### config.mk
export PLATFORM = sky130hd
export DESIGN_NAME = risc16_dmem_flat
export DESIGN_NICKNAME = d
export VERILOG_FILES = /design/src/rtl/risc16_dmem_if.sv /design/src/rtl/risc16_dmem.sv /design/src/flat_wrapper.sv
export SDC_FILE = /design/constraint.sdc
export NUM_CORES = 2
export LEC_CHECK = 0
export CAP_MARGIN = 20
export CORE_ASPECT_RATIO = 0.6
export CORE_MARGIN = 3
export CORE_UTILIZATION = 60
export DETAILED_ROUTE_END_ITERATION = 8
export GPL_ROUTABILITY_DRIVEN = 0
export HOLD_SLACK_MARGIN = 0.02
export PLACE_DENSITY = 0.76
export SKIP_CTS_REPAIR_TIMING = 1
export SYNTH_ARGS = -nofsm -noshare
export SYNTH_HDL_FRONTEND = slang
export SYNTH_SLANG_ARGS = --single-unit
### constraint.sdc
create_clock -name clk -period 8.7 [get_ports clk]
set_input_delay 2.175 -clock clk [delete_from_list [all_inputs] [get_ports clk]]
set_output_delay 2.175 -clock clk [all_outputs]
set_load 0.005 [all_outputs]
### src/rtl/risc16_dmem_if.sv
// Load/store request and response bundle between a RISC16 core and its data memory.
// Carries no state; timing is set entirely by the responder.
// req_valid/req_ready and rsp_valid/rsp_ready give independent backpressure on each direction.
interface risc16_dmem_if;
   logic        req_valid;
   logic        req_ready;
   logic        req_we;
   logic [7:0]  req_addr;
   logic [15:0] req_wdata;
   logic        rsp_valid;
   logic        rsp_ready;
   logic [15:0] rsp_rdata;
   logic        rsp_err;

   // Core side: issues requests, consumes responses
   modport master (
      output req_valid, req_we, req_addr, req_wdata, rsp_ready,
      input  req_ready, rsp_valid, rsp_rdata, rsp_err
   );

   // Memory side: accepts requests, produces responses
   modport slave (
      input  req_valid, req_we, req_addr, req_wdata, rsp_ready,
      output req_ready, rsp_valid, rsp_rdata, rsp_err
   );
endinterface

### src/rtl/risc16_dmem.sv
// 256 x 16 word-addressed data memory with one outstanding load/store (optional write protect: RISC16_DMEM_WPROT_EN).
// Latency: access happens WAIT_CYCLES edges after acceptance; response is valid right after the access edge.
// Backpressure: req_ready only in IDLE; the response is held stable until rsp_ready, with no accept on that edge.
module risc16_dmem #(
   parameter int         WAIT_CYCLES = 2,
   parameter logic [7:0] PROT_BASE   = 8'hF0
) (
   input  logic           clk,
   input  logic           rst_n,
   risc16_dmem_if.slave   bus
);

   typedef enum logic [1:0] {
      IDLE = 2'd0,
      WAIT = 2'd1,
      RESP = 2'd2
   } state_t;

   // Counter start value; a zero-wait build never enters WAIT so the value is irrelevant there
   localparam logic [3:0] WAIT_INIT = (WAIT_CYCLES == 0) ? 4'd0 : 4'(WAIT_CYCLES - 1);

   state_t      state_q, state_d;
   logic [3:0]  cnt_q,   cnt_d;
   logic        we_q,    we_d;
   logic [7:0]  addr_q,  addr_d;
   logic [15:0] wdata_q, wdata_d;
   logic [15:0] rdata_q, rdata_d;
   logic        err_q,   err_d;

   // Storage is deliberately outside the reset domain so contents survive rst_n
   logic [15:0] mem_q [256];

   // Access strobe and the operands it acts on (live inputs for zero-wait, latched copy otherwise)
   logic        acc_en;
   logic        acc_we;
   logic [7:0]  acc_addr;
   logic [15:0] acc_wdata;
   logic        acc_prot;
   logic        mem_we;

   assign bus.req_ready = (state_q == IDLE);
   assign bus.rsp_valid = (state_q == RESP);
   assign bus.rsp_rdata = rdata_q;

   // Sequencing: accept in IDLE, count down in WAIT, hold the response in RESP
   always_comb begin
      state_d   = state_q;
      cnt_d     = cnt_q;
      we_d      = we_q;
      addr_d    = addr_q;
      wdata_d   = wdata_q;
      acc_en    = 1'b0;
      acc_we    = we_q;
      acc_addr  = addr_q;
      acc_wdata = wdata_q;
      case (state_q)
         IDLE: begin
            if (bus.req_valid) begin
               we_d    = bus.req_we;
               addr_d  = bus.req_addr;
               wdata_d = bus.req_wdata;
               if (WAIT_CYCLES == 0) begin
                  acc_en    = 1'b1;
                  acc_we    = bus.req_we;
                  acc_addr  = bus.req_addr;
                  acc_wdata = bus.req_wdata;
                  state_d   = RESP;
               end else begin
                  cnt_d   = WAIT_INIT;
                  state_d = WAIT;
               end
            end
         end
         WAIT: begin
            if (cnt_q == 4'd0) begin
               acc_en  = 1'b1;
               state_d = RESP;
            end else begin
               cnt_d = cnt_q - 4'd1;
            end
         end
         RESP: begin
            if (bus.rsp_ready) begin
               state_d = IDLE;
            end
         end
         default: state_d = IDLE;
      endcase
   end

   // Access result: load data or zero for stores, error flag, and the array write strobe
   always_comb begin
`ifdef RISC16_DMEM_WPROT_EN
      acc_prot = acc_we && (acc_addr >= PROT_BASE);
`else
      acc_prot = 1'b0;
`endif
      rdata_d = rdata_q;
      err_d   = err_q;
      if (acc_en) begin
         rdata_d = acc_we ? 16'h0000 : mem_q[acc_addr];
         err_d   = acc_prot;
      end
      // Gating with rst_n keeps a store from landing while reset is held
      mem_we = acc_en && acc_we && !acc_prot && rst_n;
   end

   // Control and response registers; reset abandons any in-flight access
   always_ff @(posedge clk or negedge rst_n) begin
      if (!rst_n) begin
         state_q <= IDLE;
         cnt_q   <= 4'd0;
         we_q    <= 1'b0;
         addr_q  <= 8'h00;
         wdata_q <= 16'h0000;
         rdata_q <= 16'h0000;
         err_q   <= 1'b0;
      end else begin
         state_q <= state_d;
         cnt_q   <= cnt_d;
         we_q    <= we_d;
         addr_q  <= addr_d;
         wdata_q <= wdata_d;
         rdata_q <= rdata_d;
         err_q   <= err_d;
      end
   end

   // Array write port
   always_ff @(posedge clk) begin
      if (mem_we) begin
         mem_q[acc_addr] <= acc_wdata;
      end
   end

`ifdef RISC16_DMEM_WPROT_EN
   assign bus.rsp_err = err_q;
`else
   // Protection disabled: error output is hard-wired low and the threshold has no effect
   logic unused_prot;
   assign unused_prot   = ^{PROT_BASE, err_q};
   assign bus.rsp_err   = 1'b0;
`endif

endmodule

### src/flat_wrapper.sv
// flat-port wrapper written by rule: the top's interface ports become plain ports
module risc16_dmem_flat 
#(
   parameter int         WAIT_CYCLES = 2,
   parameter logic [7:0] PROT_BASE   = 8'hF0
)
  (clk, rst_n, bus_req_valid, bus_req_we, bus_req_addr, bus_req_wdata, bus_rsp_ready, bus_req_ready, bus_rsp_valid, bus_rsp_rdata, bus_rsp_err);
  risc16_dmem_if bus_i ();
  input  logic clk;
  input  logic rst_n;
  input wire logic [$bits(bus_i.req_valid)-1:0] bus_req_valid;
  input wire logic [$bits(bus_i.req_we)-1:0] bus_req_we;
  input wire logic [$bits(bus_i.req_addr)-1:0] bus_req_addr;
  input wire logic [$bits(bus_i.req_wdata)-1:0] bus_req_wdata;
  input wire logic [$bits(bus_i.rsp_ready)-1:0] bus_rsp_ready;
  output wire logic [$bits(bus_i.req_ready)-1:0] bus_req_ready;
  output wire logic [$bits(bus_i.rsp_valid)-1:0] bus_rsp_valid;
  output wire logic [$bits(bus_i.rsp_rdata)-1:0] bus_rsp_rdata;
  output wire logic [$bits(bus_i.rsp_err)-1:0] bus_rsp_err;
  assign bus_i.req_valid = bus_req_valid;
  assign bus_i.req_we = bus_req_we;
  assign bus_i.req_addr = bus_req_addr;
  assign bus_i.req_wdata = bus_req_wdata;
  assign bus_i.rsp_ready = bus_rsp_ready;
  assign bus_req_ready = bus_i.req_ready;
  assign bus_rsp_valid = bus_i.rsp_valid;
  assign bus_rsp_rdata = bus_i.rsp_rdata;
  assign bus_rsp_err = bus_i.rsp_err;
  risc16_dmem #(.WAIT_CYCLES(WAIT_CYCLES), .PROT_BASE(PROT_BASE)) u_core (.clk(clk), .rst_n(rst_n), .bus(bus_i));
endmodule
After elaboration in Yosys (flattened, before gate mapping). Memory sizes are Yosys's and may differ from the RTL's. Index checks and enable logic that the tools add are counted.

Register bits after elaboration: 47. Bits in writable memories: 4096. Input port bits: 29. Output and inout bits: 19. Word-level logic and storage cells: 34. Memories kept: 1.

Add/sub/neg operators: 1. Equality and inequality tests: 6. Multiplexer cells: 12. Reductions and logical operators: 8.

Memories: u_core.mem_q (depth 256, bits a word 16, rd ports 1, clocked after memory_dff 0, write ports 1, line risc16_dmem.sv:31) `logic [15:0] mem_q [256];`.

Operators by type and width (number): 16-bit two-way mux (1); 4-bit two-way mux (2); 4-bit one-hot mux with 2 select lines (1); 2-bit two-way mux (3); 2-bit inequality test, second input constant (3); 2-bit one-hot mux with 3 select lines (1); 3-bit AND reduction (2); 4-bit zero test (1); 1-bit two-way mux (4); 4-bit by 1-bit subtractor with 4-bit output, second input constant (1); 2-bit by 1-bit == test with 1-bit output, second input constant (1); 2-bit == test, second input constant (1); 1-bit logical AND (2); 2-bit zero test (1); 2-bit by 1-bit inequality test with 1-bit output, second input constant (1); 2-bit AND reduction (1); 2-bit nonzero test (1).

Logic depth before layout (Yosys ltp).
Depth in word-level cells: 7. Depth in mapped cells: 13. Mapped depth without buffers: 9.

Worst setup path after synthesis. Ideal clock, no wire load.

Path type: input-to-reg. Start: input port rst_n. End: memory u_core.mem_q[181][0], enable pin. Library setup time: 0.388 ns. Data arrival time: 3.848 ns. Data required time: 8.312 ns. Path slack: 4.464 ns. Stages: 5. Buffers on the path: 1. Cell sequence: nand3_1 nor3b_1 nand3_1 clkbuf_1 nor2_1.

Cells in the longest elaborated chain, start to end: 3.

RTL lines: from (decl) (line flat_wrapper.sv:10) `input logic rst_n;`; 1-bit logical AND (line risc16_dmem.sv:105) `mem_we = acc_en && acc_we && !acc_prot && rst_n;`; 1-bit two-way mux (line risc16_dmem.sv:131) `if (mem_we) begin`; 1-bit two-way mux (implied by the code) (line risc16_dmem.sv:132) `mem_q[acc_addr] <= acc_wdata;`; to (decl) (line risc16_dmem.sv:31).

No other way between the ends.

Worst setup path after layout.
Start: register u_core.addr_q[7], in the netlist u_core.acc_addr[7]. End: register u_core.rdata_q[13], in the netlist u_core.bus.rsp_rdata[13].

Cells in the longest elaborated chain, start to end: 2.

RTL lines: from (decl) (line risc16_dmem.sv:25) `logic [7:0] addr_q, addr_d;`; from (signal assigned) (line risc16_dmem.sv:122) `addr_q <= addr_d;`; memory 256 x 16 bit; 16-bit two-way mux (line risc16_dmem.sv:101) `rdata_d = acc_we ? 16'h0000 : mem_q[acc_addr];`; to (signal assigned) (line risc16_dmem.sv:124) `rdata_q <= rdata_d;`; to (decl) (line risc16_dmem.sv:27) `logic [15:0] rdata_q, rdata_d;`.

No other way between the ends. A chain may end at the register's enable or synchronous reset.

==> flow_summary.yaml <==
timing:
  worst_clock_skew_ps: 51.60
  clock.fmax_ghz: 0.1914
  tns_ps: 0
  setup_viol: 0
  min_period_ps: 5225
  rsz0062_at_grt: "false"
  hold_violations: 0
  worst_pin_slew_ps: 1322
  max-slew-margin-rel_pct: 11.90
  slew_viol_final: 0
  period_share_pct: 60.05
  fin_ws_ps: 3475
route:
  drt_iter0_drc: 14640
  routed_wl_mm: 410.7
  route.detailed.drc: 6
  dr.pass1.iters: 9
  wire_per_inst_um: 35.33
  viasPerCell: 7.034
  num_vias: 81770
  drtAntennaViolNets: 0
cts:
  tritoncts: "yes"
  cts_sinks: 4143
  h-tree-depth: 5
  cts_buffer_depth: 4
  cts_buffers: 347
  clk_latency_ps: 880
  cts_root_buffer: "clkbuf_16"
  clk_pin_slew_ps: 70
synth:
  yosysTopAreaCellShare_pct: 77.42
  seq_area_frac_synth_pct: 78.16
  synth_flop_cell: "edfxtp_1"
  synth_nets: 7507
  synth_seq_cells: 4143
  synthCells: 7476
  synth_top_cells_by_area: "edfxtp_1 (77%), mux4_2 (12%), mux2i_1 (2.7%)"
  synth_area_sq_mm: 0.1589
  yosysTopAreaCell: "edfxtp_1"
  avgSynthCellArea_sq_um: 21.25
  ys_types: 57
  ys_async_sr_fraction_pct: 1.134
  ys_warn_count: 0
  synth_edf_count: 4096
worst_setup_path:
  crit_path_start: "u_core.acc_addr[7]"
  required_ps: 9460
  path_max_fanout: 43
  startpoint_type: "flip-flop"
  path_class: "flip-flop to flip-flop"
  cp.arrival_ps: 5990
  cpLargestDelayFamily: "simple AND/OR/NAND/NOR gates"
  critPathSlowestCell: "or4b_1"
  critPathMaxStageDelay_ps: 980
  cp-end-kind: "flip-flop"
  cp_num_buf_inv: 2
  rr_endpoint: "u_core.bus.rsp_rdata[13]"
  critical_path.cell_chain: "buf_4, or4b_1, buf_4, a221oi_1, o21ai_0, nand4_1, nor4_1, o21ai_1, a32o_1"
  r2r_slack_ps: 3480
  r2r-start: "u_core.acc_addr[7]"
  cp_common_cell: "buf_4"
  reg2regPathDepth: 9
cells_and_area:
  syn_to_final_growth_pct: 10.82
  drive_gt1_share_pct: 22.56
  nets: 7852
  nFillCells: 15610
  final_cells: 11630
placement:
  hpwl_mm: 233.8
  io_buffers: 46
  dp_slack_ps: 2496
  dp.cells: 10990
floorplan:
  start_util_pct: 60.68
  core_sq_mm: 0.2618
  die_w_um: 670.3
  die_y_um: 404.6
  fp-row-count: 145
  ios: 48
  die-area_sq_mm: 0.2712
power_and_ir_drop:
  p_leak_uw: 0.05545
  pwr_density_cell_mw_per_mm2: 334.5
  peakVddDrop_uv: 395.7
job:
  drv_cap: 0
status:
  violations: "design-rule violations"
  status: "finished, violations left"
global_route:
  track_usage_pct: 30.29
  antenna_found_initial: 18
  grt_pass1_wl_mm: 586.9
  grt_max_degree: 202
  grt_pass1_vias: 78730
  overflow: 0
hold_path:
  hold_depth: 1
  holdCritPathClass: "flip-flop to flip-flop"
  hold_path_end: "u_core.cnt_q[0]"
  hp-start: "u_core.cnt_q[0]"
## Yosys cell counts (16+ instances only)
master / n
buf_2: 163
a32o_1: 16
nor2_1: 350
nor3_1: 32
mux4_2: 830
mux2_2: 68
o22ai_1: 92
buf_6: 35
a22oi_1: 164
nand2_1: 195
buf_1: 37
a22o_1: 17
o21ai_1: 45
buf_4: 23
o21ai_0: 80
a221oi_1: 60
a21oi_1: 87
o211ai_1: 34
a31oi_1: 16
edfxtp_1: 4096
clkbuf_1: 195
nor4_1: 18
and3_1: 19
dfrtp_1: 47
nand4_1: 48
o221ai_1: 31
a211oi_1: 16
mux2i_1: 435
nand3_1: 115
## power by group
| part | total [uW] | switching [uW] | internal [uW] |
|---|---|---|---|
| logic | 17200 | 11500 | 5650 |
| registers | 26300 | 1160 | 25100 |
| clock network | 15500 | 6980 | 8480 |
| total | 58900 | 19600 | 39300 |
## stage by stage
step / util [%] / hold slack (ps) / power [uW] / area, sq um
after floorplan: - / 462.1 / 36790 / 158900
after global placement: 62.98 / 472.1 / 42830 / 164900
after detailed placement: 63.00 / 507.6 / 43260 / 164900
after CTS: 67.19 / 514.5 / 58480 / 175900
after global routing: 67.25 / 558.7 / 60330 / 176000
final: 67.25 / 515.2 / 58900 / 176100
## cells in the final DEF (no fill, tap or decap), drive strengths merged, types with 19 or more instances in the layout
cell type and count:
o221ai 31, nand4 48, clkbuf 443, nor3 32
a221oi 60, edfxtp 4096, bufinv 29, a22oi 165
buf 402, and3 19, nand2 195, nand3 115
o21ai 125, a21oi 87, o211ai 34, nor2 351
o22ai 92, clkdlybuf4s50 45, mux4 830, mux2i 435
clkinv 131, dfrtp 47, mux2 68
## worst max path at each step
stage | to | slack, ps | cells after the start
2_1_floorplan | u_core.mem_q[181][0] | 4460 | 5
3_3_place_gp | u_core.mem_q[107][1] | 2670 | 5
3_5_place_dp | u_core.mem_q[106][3] | 2500 | 5
4_1_cts | u_core.mem_q[106][4] | 3420 | 5
5_1_grt | u_core.bus.rsp_rdata[15] | 3330 | 8
6_report | u_core.bus.rsp_rdata[13] | 3480 | 9
## state kept, by name (all words and copies together), names as in the netlist
| register | cells |
|---|---|
| u_core.acc_we | 1 |
| u_core.state_q | 2 |
| u_core.acc_addr | 8 |
| u_core.bus.rsp_rdata | 16 |
| u_core.cnt_q | 4 |
| u_core.acc_wdata | 16 |
| u_core.mem_q | 4096 |
## layer usage
| metal | wire (um) | track usage [%] | up-vias |
|---|---|---|---|
| met1 | 153400 | 45.25 | 42610 |
| met5 | 137 | 0 | - |
| met4 | 13710 | 8.784 | 2 |
| met2 | 180800 | 43.04 | 6467 |
| li1 | - | - | 31910 |
| met3 | 62620 | 10.40 | 777 |
## cells by family after synthesis
family	synth area share, %
AO/OA/AOI/OAI	3.027
buffers and inverters	1.436
other	0.002360
multiplexers	14.99
flip-flops	78.16
adder cells (fa/ha/maj)	0.01575
AND/OR/NAND/NOR	2.356
XOR/XNOR	0.01103
## cell type report
class	instances	area (sq um)	share of cell area, %
sequential	4143	124300	70.57
multi-input combinational	2873	32530	18.48
clock buffer	440	9358	5.315
tap	3528	4414	2.507
timing repair buffer	450	3857	2.191
clock inverter	177	1599	0.9082
inverter	6	27.53	0.01563
antenna	8	20.02	0.01137
Note: power is estimated with default switching activity, not from simulation.
